**config.mk**
```make
export PLATFORM = sky130hd
export DESIGN_NAME = remote_cmd_tx
export DESIGN_NICKNAME = d
export VERILOG_FILES = /design/src/rtl/remote_cmd_tx.sv
export SDC_FILE = /design/constraint.sdc
export NUM_CORES = 1
export LEC_CHECK = 0
export BUFFER_PORTS_ARGS = -buffer_cell sky130_fd_sc_hd__buf_2
export CORE_AREA = 2 2 141 88
export DETAILED_ROUTE_END_ITERATION = 10
export DIE_AREA = 0 0 143 90
export GPL_TIMING_DRIVEN = 0
export PLACE_DENSITY = 0.39
export SLEW_MARGIN = 10
export SYNTH_ARGS = -nofsm -noshare
export SYNTH_HDL_FRONTEND = slang
export SYNTH_SLANG_ARGS = --single-unit
```
**constraint.sdc**
```tcl
create_clock -name clk -period 3.8 [get_ports clk]
set_clock_uncertainty 0.05 [all_clocks]
set_input_delay 0 -clock clk [delete_from_list [all_inputs] [get_ports clk]]
set_output_delay 0 -clock clk [all_outputs]
set_load 0.05 [all_outputs]
```
**src/rtl/remote_cmd_tx.sv**
```systemverilog
// Ground-station command link: frames opcode + 16-bit payload into three UART bytes,
// then waits for the airframe's single response byte or a timeout.
module remote_cmd_tx #(
  parameter bit FAST_SIM    = 1'b0,
  parameter int TIMER_WIDTH = (FAST_SIM ? 9 : 26)
) (
  input  logic       clk,
  input  logic       rst,
  input  logic       snd_cmd,
  input  logic [7:0] cmd,
  input  logic [15:0] data,
  output logic [7:0] tx_data,
  output logic       trmt,
  input  logic       tx_done,
  input  logic       rx_rdy,
  input  logic [7:0] rx_data,
  output logic       clr_rx_rdy,
  output logic       busy,
  output logic       cmd_cmplt,
  output logic [7:0] resp,
  output logic       resp_rdy,
  output logic       resp_timeout
);

  typedef enum logic [2:0] {IDLE, TX_CMD, TX_HI, TX_LO, WAIT_RESP} state_t;

  state_t                 state;
  logic [15:0]            data_sh;
  logic [TIMER_WIDTH-1:0] timer;

  assign busy = (state != IDLE);

  // Any byte the receiver holds is consumed immediately; only WAIT_RESP keeps it.
  assign clr_rx_rdy = rx_rdy & ~rst;

  // tx_data doubles as the opcode shadow: it is loaded once at launch and not
  // touched again until the opcode byte has been sent.
  always_ff @(posedge clk) begin
    if (rst) begin
      state        <= IDLE;
      data_sh      <= '0;
      timer        <= '0;
      tx_data      <= '0;
      trmt         <= 1'b0;
      cmd_cmplt    <= 1'b0;
      resp         <= '0;
      resp_rdy     <= 1'b0;
      resp_timeout <= 1'b0;
    end else begin
      trmt      <= 1'b0;
      cmd_cmplt <= 1'b0;
      case (state)
        IDLE: begin
          if (snd_cmd) begin
            data_sh      <= data;
            tx_data      <= cmd;
            trmt         <= 1'b1;
            resp_rdy     <= 1'b0;
            resp_timeout <= 1'b0;
            state        <= TX_CMD;
          end
        end
        TX_CMD: begin
          if (tx_done) begin
            tx_data <= data_sh[15:8];
            trmt    <= 1'b1;
            state   <= TX_HI;
          end
        end
        TX_HI: begin
          if (tx_done) begin
            tx_data <= data_sh[7:0];
            trmt    <= 1'b1;
            state   <= TX_LO;
          end
        end
        TX_LO: begin
          if (tx_done) begin
            cmd_cmplt <= 1'b1;
            timer     <= '0;
            state     <= WAIT_RESP;
          end
        end
        WAIT_RESP: begin
          // A response arriving on the timer-full cycle takes priority over the timeout.
          timer <= timer + 1'b1;
          if (rx_rdy) begin
            resp     <= rx_data;
            resp_rdy <= 1'b1;
            state    <= IDLE;
          end else if (timer == '1) begin
            resp_timeout <= 1'b1;
            state        <= IDLE;
          end
        end
        default: state <= IDLE;
      endcase
    end
  end

endmodule

```
==> summary.md <==
| Metric | Value |
|---|---|
| Outcome | completed |
| Buffers on Ports | 57 |
| DRC Markers | 0 |
| Part of the power in registers | between 40% and 50% |
| Initial drt markers | 133 |
| Crit start category | flip-flop |
| Worst path bufs/invs | 3 |
| Path type of the worst setup path | flip-flop to flip-flop |
| Fin crit share | 60.4% |
| Minimum clock period | between 2 and 2.5 ns |
| Commonest non-fill, non-tap cell in the layout | nand2_1 |
| Hold Slack | about 0.013 ns |
| F_max | about 0.44 GHz |
| Worst-Margin Slew | 0.731 ns |
| Top-area cell type share of the netlist area | a little under half |
| Pre-antenna DRT Iters | 6 |
| Routed wire length | between 8000 and 9000 µm |
| Clock Sink Count | between 60 and 70 |
| Peak VDD IR | around 180 µV |
| Int Power | ~1300 µW |
| Largest net degree at the start of global routing | 12 |
| Power Total | between 1500 and 2000 µW |
| Layout cells sized above 1 | just under 20% |
| Yosys Warn Count | 0 |
| Die ar. | between 10000 and 15000 µm² |
| Final setup fails | 0 |
| Distinct cells, synth | 44 |
| CTS buffer count | 9 |
| Site Rows | 31 |
| Synth Area in Simple Gates | 25.2% |
| Synth Area in Adders | less than 1% |
| Compound-Gate Fraction of Synth Area | a little over a fifth |
| Via count | approximately 2800 |
| Mapped Cells | 342 |
| Post-synth EDFFs | 0 |
| Via/cell ratio | 4.66 |
| Synth area leader | dfxtp_1 |
| Synth area leaders | dfxtp_1 (46%), nand2_1 (8.9%), a21oi_1 (7.7%) |
| Total Nets Final | around 470 |
| Slew HR | roughly 51% |
| Fill count | 1225 |
| IO Count | between 50 and 60 |
| First-pass GRT wire length | roughly 14000 µm |
| Reg clk slew, reported paths | roughly 0.06 ns |
| Clk buf depth | 2 |
| TritonCTS clock tree | yes |
| Width of the die | roughly 140 µm |
| Post-synthesis sequential area ratio | a little under half |
| Post-DP HPWL | roughly 6300 µm |
| Post-synth top flop | dfxtp_1 |
| Max Cap Viol | 0 |
| GPL Wtd Cong | approximately 0.80 |
| Largest family of logic cells by synthesized area | simple AND/OR/NAND/NOR gates |
| CP dominant cell by count | clkbuf_1 |
| Cell at the slowest stage of the critical path | or4b_2 |
| Syn_area_per_cell | 8.35 µm² |
| Slew Viols, Final | 0 |
| Core area | between 10000 and 15000 µm² |
| Overflow after GRT | 0 |
| Total Routing Usage GR | around 14% |
| Initial core utilization | between 20% and 30% |
| RSZ-0062 raised after global routing | false |
| Syn_nets | 380 |
| Clk_lat worst skew | 0.33 ns |
| Avg WL per Cell | ~14 µm |
| M1 GR Usage | roughly 22% |
| CP max FO | 10 |
| Logic gate share of total power | between 10% and 20% |
| Worst endpoint data arrival time | 2.44 ns |
| Area growth syn-to-layout | 36.7% |
| Antenna Nets Post-Route | 0 |
| Setup TNS | 0 ns |
| Clock H-tree levels | 3 |
| Register bit count reported by yosys | 65 |
| Most frequent cells in the layout | nand2_1 (68), dfxtp_1 (65), buf_2 (58) |
| Clock Tree Root | clkbuf_16 |
| Fin. Hold Viols | 0 |
| Mux contribution to synthesized area | 2.93% |
| Number of antenna diodes | 0 |
| Switching Power | approximately 470 µW |
| Initial antenna violation count | 0 |
| Vias in the first global route | roughly 2700 |
| CP peak stage delay | roughly 0.67 ns |
| Crit-path cells | clkbuf_1 -> or4b_2 -> clkbuf_1 -> clkbuf_1 -> nand3b_1 -> o41ai_1 |
| Synth Cell Area | ~2900 µm² |
| PD cells | between 400 and 500 nW/µm² |
| Crit end category | flip-flop |
| Leak Pwr | around 0.0014 µW |
| Clock share of power | roughly 46% |
| M2 GR Usage | a little under a fifth |
| Busiest metal layer after global routing | met1 |
| Die Ht | about 90 µm |
| Worst EP required | a little under 4 ns |
| Net Sw Frac | a little over a quarter |
| Routing usage on met3 | between 4 and 5% |
| Final Core Density | between 30% and 40% |
| Cell family with most CP delay | buffers and inverters |
| Ys async rst share | 0% |
| XOR/XNOR Fraction of Synth Area | less than 1% |
| Worst min path class | input port to flip-flop |
-- cell type report --
type	count	area, µm²	area share, %
multi-input combinational	250	1450	37.1
sequential	65	1300	33.3
timing repair buffer	83	546	14.0
clock buffer	12	267	6.82
tap	165	206	5.29
buffer	24	100	2.56
clock inverter	3	23.8	0.609
inverter	3	11.3	0.288
-- power by group through the flow --
stage	combinational, µW	sequential (µW)	clock (µW)
floorplan	98.9	772	0
global placement	210	736	0
detailed placement	210	736	0
CTS	231	721	816
global route	249	724	849
finish	230	721	801
-- state kept, by name (all words and copies together) (netlist names) --
| register | cells |
|---|---|
| resp_timeout | 1 |
| timer | 26 |
| data_sh | 16 |
| trmt | 1 |
| resp_rdy | 1 |
| tx_data | 8 |
| state | 3 |
| resp | 8 |
| cmd_cmplt | 1 |
-- synth_stat cells (2+ instances only) --
master and instances:
a21oi_1 44, a311oi_1 3, and2_1 3, and4_1 4
buf_1 2, clkbuf_1 19, dfxtp_1 65, inv_1 3
mux2_2 3, mux2i_1 5, nand2_1 68, nand2b_1 3
nand3_1 9, nand3b_1 2, nand4_1 10, nor2_1 12
nor3_1 9, nor3b_1 2, o2111ai_1 8, o211ai_1 8
o21ai_0 11, o22a_1 9, o311ai_0 3, o41ai_1 5
or2_2 5, or3_1 4, or4_1 6
-- worst reg2reg max path, delay by kind of cell (launching register included) --
| family | cells | cell delay, ns |
|---|---|---|
| AOI/OAI and AO/OA | 1 | 0.08 |
| buffers and inverters | 3 | 0.85 |
| DFF | 1 | 0.34 |
| and+or+nand+nor | 2 | 0.84 |
-- final timing paths --
check / start / to / slack, ns / cells past startpoint
min: cmd[3] / tx_data[3]$_SDFFE_PP0P_ / 0.01 / 3
max reg2reg: state[0]$_SDFFE_PP0P_ / resp_timeout$_SDFFE_PP0P_ / 1.51 / 6
min reg2reg: resp[1]$_SDFFE_PP0P_ / resp[1]$_SDFFE_PP0P_ / 0.40 / 2
max: state[0]$_SDFFE_PP0P_ / resp_timeout$_SDFFE_PP0P_ / 1.51 / 6
-- per-stage QoR --
step	instances	instance area, µm²	worst slack [ns]
6_report	605	3910	1.51
2_1_floorplan	342	2860	1.85
4_1_cts	605	3900	1.41
3_5_place_dp	564	3350	1.43
3_3_place_gp	564	3350	1.49
5_1_grt	605	3910	1.29
-- cells by family after synthesis --
| logic type | Yosys count |
|---|---|
| AND/OR/NAND/NOR | 144 |
| AO/OA/AOI/OAI | 96 |
| flip-flops | 65 |
| buffers and inverters | 27 |
| multiplexers | 8 |
| XOR/XNOR | 1 |
| adder cells (fa/ha/maj) | 1 |
-- metal layers --
| layer | vias to the layer above | share of wire (%) |
|---|---|---|
| met5 | - | 0 |
| met4 | 0 | 1.1 |
| met3 | 9 | 4.5 |
| met2 | 56 | 37 |
| met1 | 1306 | 57 |
| li1 | 1446 | - |
-- repair_timing --
action                    4_1_cts  5_1_grt
hold buffers                   26        0
resized for setup               0        0
hold endpoints to repair       26        0
setup buffers                   0        0
Note: power is estimated with default switching activity, not from simulation.
